File: config.mk
export PLATFORM = sky130hd
export DESIGN_NAME = core_if_id_ibuf
export DESIGN_NICKNAME = d
export VERILOG_FILES = /design/src/rtl/core_if_id_ibuf_pkg.sv /design/src/rtl/core_if_id_ibuf.sv
export SDC_FILE = /design/constraint.sdc
export NUM_CORES = 1
export LEC_CHECK = 0
export ABC_AREA = 1
export BUFFER_PORTS_ARGS = -buffer_cell sky130_fd_sc_hd__buf_2
export CAP_MARGIN = 20
export CORE_AREA = 2 2 146 148
export CTS_BUF_LIST = sky130_fd_sc_hd__clkbuf_8 sky130_fd_sc_hd__clkbuf_16
export DETAILED_ROUTE_END_ITERATION = 6
export DIE_AREA = 0 0 148 150
export HOLD_SLACK_MARGIN = 0.02
export PLACE_DENSITY = 0.78
export SYNTH_ARGS = -nofsm -noshare
export SYNTH_HDL_FRONTEND = slang
export SYNTH_SLANG_ARGS = --single-unit
export TNS_END_PERCENT = 5
File: constraint.sdc
create_clock -name clk -period 4 [get_ports clk]
set_input_delay 0.6 -clock clk [delete_from_list [all_inputs] [get_ports clk]]
set_output_delay 0.6 -clock clk [all_outputs]
set_load 0.005 [all_outputs]
File: src/rtl/core_if_id_ibuf_pkg.sv
// Core-wide defines and shared types for the fetch->decode instruction buffer.
//   CORE_INST_WIDTH / CORE_PC_WIDTH : instruction and PC widths
//   CORE_NOP_INST                   : instruction presented while the buffer is empty
//   CORE_IBUF_DEPTH                 : default instruction-buffer depth
// The package carries the buffer entry layout and the idle (empty) head value.
`ifndef CORE_DEFINES_V
`define CORE_DEFINES_V
`define CORE_INST_WIDTH 32
`define CORE_PC_WIDTH   32
`define CORE_NOP_INST   32'h00000013
`define CORE_IBUF_DEPTH 4
`endif

package core_if_id_ibuf_pkg;

  localparam int unsigned INST_W = `CORE_INST_WIDTH;
  localparam int unsigned PC_W   = `CORE_PC_WIDTH;

  localparam logic [INST_W-1:0] NOP_INST = `CORE_NOP_INST;

  // One buffered fetch result: instruction, its PC and the fetch-time prediction.
  typedef struct packed {
    logic [INST_W-1:0] inst;
    logic [PC_W-1:0]   pc;
    logic              bj_pred;
  } ibuf_entry_t;

  // Head value shown to decode when nothing is buffered.
  function automatic ibuf_entry_t idle_entry();
    ibuf_entry_t e;
    e.inst    = NOP_INST;
    e.pc      = '0;
    e.bj_pred = 1'b0;
    return e;
  endfunction

endpackage

File: src/rtl/core_if_id_ibuf.sv
// Instruction buffer between fetch and decode: a circular FIFO of
// {instruction, PC, prediction bit} with valid/ready handshakes on both sides
// and a flush input that discards all buffered entries.
// Ports:
//   clk, rst_n                 clock, asynchronous active-low reset
//   valid_in / ready_in        fetch-side handshake (ready_in = not full)
//   i_inst, i_pc, i_branch_jump_predict   pushed entry
//   valid_out / ready_out      decode-side handshake (valid_out = not empty)
//   o_inst, o_pc, o_branch_jump_predict   head entry (NOP/0/0 when empty)
//   i_pipe_flush_req           discard everything at the next edge
//   o_occupancy                registered number of valid entries
module core_if_id_ibuf
  import core_if_id_ibuf_pkg::*;
#(
  parameter int unsigned DEPTH = `CORE_IBUF_DEPTH,
  parameter int unsigned PTR_W = $clog2(DEPTH)
) (
  input  logic                        clk,
  input  logic                        rst_n,
  input  logic                        valid_in,
  output logic                        ready_in,
  input  logic [`CORE_INST_WIDTH-1:0] i_inst,
  input  logic [`CORE_PC_WIDTH-1:0]   i_pc,
  input  logic                        i_branch_jump_predict,
  output logic                        valid_out,
  input  logic                        ready_out,
  output logic [`CORE_INST_WIDTH-1:0] o_inst,
  output logic [`CORE_PC_WIDTH-1:0]   o_pc,
  output logic                        o_branch_jump_predict,
  input  logic                        i_pipe_flush_req,
  output logic [PTR_W:0]              o_occupancy
);

  localparam int unsigned ENTRY_W = INST_W + PC_W + 1;

  localparam logic [PTR_W-1:0] PTR_ONE  = PTR_W'(1);
  localparam logic [PTR_W:0]   CNT_ONE  = (PTR_W+1)'(1);
  localparam logic [PTR_W:0]   CNT_FULL = (PTR_W+1)'(DEPTH);

  logic [PTR_W-1:0] wr_ptr_q, wr_ptr_d;
  logic [PTR_W-1:0] rd_ptr_q, rd_ptr_d;
  logic [PTR_W:0]   count_q,  count_d;

  // Storage is deliberately left unreset; count gates its visibility.
  logic [ENTRY_W-1:0] mem_q [DEPTH];

  logic        empty;
  logic        full;
  logic        push;
  logic        pop;
  ibuf_entry_t entry_in;
  ibuf_entry_t head;

  assign empty = (count_q == '0);
  assign full  = (count_q == CNT_FULL);

  // Both handshake outputs come from registered state only.
  assign ready_in  = ~full;
  assign valid_out = ~empty;

  assign push = valid_in  & ~full  & ~i_pipe_flush_req;
  assign pop  = ready_out & ~empty & ~i_pipe_flush_req;

  assign entry_in.inst    = i_inst;
  assign entry_in.pc      = i_pc;
  assign entry_in.bj_pred = i_branch_jump_predict;

  always_comb begin
    wr_ptr_d = wr_ptr_q;
    rd_ptr_d = rd_ptr_q;
    count_d  = count_q;
    if (i_pipe_flush_req) begin
      wr_ptr_d = '0;
      rd_ptr_d = '0;
      count_d  = '0;
    end else begin
      if (push) begin
        wr_ptr_d = wr_ptr_q + PTR_ONE;
      end
      if (pop) begin
        rd_ptr_d = rd_ptr_q + PTR_ONE;
      end
      unique case ({push, pop})
        2'b10:   count_d = count_q + CNT_ONE;
        2'b01:   count_d = count_q - CNT_ONE;
        default: count_d = count_q;
      endcase
    end
  end

  always_ff @(posedge clk or negedge rst_n) begin
    if (!rst_n) begin
      wr_ptr_q <= '0;
      rd_ptr_q <= '0;
      count_q  <= '0;
    end else begin
      wr_ptr_q <= wr_ptr_d;
      rd_ptr_q <= rd_ptr_d;
      count_q  <= count_d;
    end
  end

  always_ff @(posedge clk) begin
    if (push) begin
      mem_q[wr_ptr_q] <= entry_in;
    end
  end

  assign head = empty ? idle_entry() : ibuf_entry_t'(mem_q[rd_ptr_q]);

  assign o_inst                = head.inst;
  assign o_pc                  = head.pc;
  assign o_branch_jump_predict = head.bj_pred;
  assign o_occupancy           = count_q;

endmodule

==> reports/qor.yml <==
status: "finished, final reports clean"
die_x_um: 148
insertion_delay_ns: 0.52
internal_power_mw: 5.504
slew_headroom_pct: 30.73
drive_gt1_share_pct: 21.88
rsz0062_at_grt: "no"
switching_power_mw: 2.388
max_slew.worst_pin.slew_ns: 1.039
ir_drop_mv: 0.3919
clkPwrFrac_pct: 31.9
cts_tree: "built"
syn-num-nets: 902
vias: 6566
synthMuxAreaShare_pct: 0
post-cts-setup-buffers: 0
critical_path.max_fanout: 54
num_rows: 53
p_sw_share_pct: 30.26
p_leak_nw: 4.525
wl_per_cell_um: 17.57
grt.total_usage_pct: 19.47
grt_max_degree: 66
slew_violations: 0
pwr-share-seq_pct: 42.3
port_buffers: 139
numCtsBuffers: 27
synth_flop_cell: "edfxtp_1"
drt_wl_total_mm: 22.07
place_congestion: 0.7731
powerDensity_nw_per_um2: 635.9
syn_area_per_cell_um2: 12.78
core_area_um2: 20690
synthArstFlopShare_pct: 2.622
period_minus_slack_ns: 3.635
synth_compound_area_share_pct: 9.708
max_freq_mhz: 275.1
overflow: 0
synthSimpleGateAreaFrac_pct: 10.90
antenna_found_initial: 2
synth_fa_ha_area_share_pct: 0.6630
clock_skew_ns: 0.009739
drc: 0
drtIter0Drc: 393
cts.path.max_buffers: 3
hpwl_mm: 12.11
finalNetCount: 1034
hold_viol_final: 0
synth_warnings: 0
area_delta_synth_final_pct: 17.44
htreeDepth: 1
clk_pin_slew_ns: 0.06
ant_nets: 0
postSynthCellCount: 827
cts.repair.resized: 0
via_per_inst: 5.228
syn_area_um2: 10570
grt_pass1_wl_mm: 33.40
placed_cell_area_um2: 11500
synthXorXnorAreaFrac_pct: 0.08287
setup_viol: 0
fillers: 1626
synth-edff-count: 260
die_area_um2: 22200
synth_top_family_by_area: "simple AND/OR/NAND/NOR gates"
final_area_um2: 12410
hp-class: "input port to flop"
cts_num_sinks: 267
root_buffer: "clkbuf_16"
min_period_over_period_pct: 90.88
worst_setup_path_end_kind: "output port"
synthDistinctLibCells: 27
start_util_pct: 51.08
io_pins: 140
timing.setup.critical_path_class: "flop to output port"
whs_ns: 0.2889
chipHeight_um: 150
pwr-share-comb_pct: 25.8
cp.arrival_ns: 3.04
cp-start-kind: "flop"
cap_violations: 0
grt_pass1_vias: 6336
synth-seq-cells: 267
drt_pass1_iterations: 5
ys_seq_area_share_pct: 75.53
holdBufCountCts: 1
crit_required_ns: 3.40
==> cell usage after synthesis, types with 5 or more instances <==
cell	instances	area share, %
a21oi_1	64	3.0
buf_2	22	1.0
buf_4	9	0.64
clkbuf_1	5	0.18
clkbuf_2	7	0.33
dfrtp_1	7	1.7
edfxtp_1	260	74
inv_1	9	0.32
inv_2	5	0.18
nand2_1	15	0.53
nor2_1	265	9.4
o21ai_0	87	4.1
o21ai_1	43	2.0
==> flip-flops by register name, indices dropped and copies added (netlist names) <==
register / count
o_occupancy: 3
rd_ptr_q: 2
wr_ptr_q: 2
mem_q: 260
==> worst max-delay path, stage by stage, from the launching register on <==
cell and delay [ns]:
dfrtp_4 0.61, buf_4 0.57, buf_4 0.59, nor2_1 0.11, nor2_1 0.09, o21ai_0 0.09, a21oi_1 0.25, buf_2 0.16
==> through the flow <==
stage	power (mW)	worst slack (ns)	util [%]	setup TNS, ns	instances
floorplan	4.620	-0.1508	-	-39.21	827
detailed placement	5.443	0.9480	55.56	0	1204
CTS	7.957	0.3855	59.95	0	1253
global placement	5.393	0.9951	55.56	0	1204
global route	8.288	0.08919	59.97	0	1254
finish	7.892	0.3647	59.99	0	1256
==> kinds of logic (layout without fill, tap and decap cells) <==
kind of cell / Yosys count / count (layout)
AO/OA/AOI/OAI: 200 / 200
adder cells (fa/ha/maj): 5 / 5
XOR/XNOR: 1 / 1
flip-flops: 267 / 267
other: 0 / 3
buffers and inverters: 63 / 214
AND/OR/NAND/NOR: 291 / 291
==> cell usage in the layout, fill, tap and decap left out, drive strengths merged, types with 5 or more instances in the layout <==
cell	synthesis	routed
dfrtp	7	7
a21oi	65	65
o21ai	131	131
bufinv	0	5
clkbuf	12	27
clkinv	0	12
nor2	267	267
nand2	22	22
buf	37	151
inv	14	18
edfxtp	260	260
==> routing by layer <==
layer / part of all wire, % / track usage, % / wire length, µm / up-vias
li1: - / - / - / 3194
met1: 41 / 25.07 / 9101 / 3146
met2: 51 / 34.26 / 11190 / 194
met3: 5.8 / 3.598 / 1287 / 32
met4: 2.2 / 5.190 / 486 / 0
met5: 0 / 0 / 0 / -
==> worst paths after layout <==
kind,depth (start not counted),slack (ns),start,to
worst max register to register,7,1.52,o_occupancy[0]$_DFFE_PN0P_,mem_q[3][26]$_DFFE_PP_
worst min-delay path,1,0.29,i_inst[17],mem_q[3][50]$_DFFE_PP_
max in group asynchronous,2,3.36,rst_n,rd_ptr_q[0]$_DFFE_PN0P_
worst max-delay path,7,0.36,rd_ptr_q[0]$_DFFE_PN0P_,o_pc[11]
min in group asynchronous,2,0.45,rst_n,o_occupancy[0]$_DFFE_PN0P_
worst min register to register,1,0.60,o_occupancy[0]$_DFFE_PN0P_,o_occupancy[0]$_DFFE_PN0P_
==> power by group through the flow <==
stage	Sequential [mW]	Combinational [mW]	Clock (mW)
6_report	3.34	2.03	2.52
3_5_place_dp	3.40	2.05	0
4_1_cts	3.34	2.06	2.56
5_1_grt	3.35	2.26	2.67
2_1_floorplan	3.37	1.25	0
3_3_place_gp	3.39	2.01	0
==> area by class of cell <==
cell class	count	area, µm²	area share [%]
clock inverters	21	222.7	1.794
clock buffers	27	675.6	5.444
flip-flops and latches	267	7988	64.35
repair buffers	152	833.3	6.714
well taps	275	344.1	2.772
inverters	14	53.80	0.4335
multi-input cells	497	2287	18.43
diodes	3	7.507	0.06048
Power figures use the tool's default switching activity.
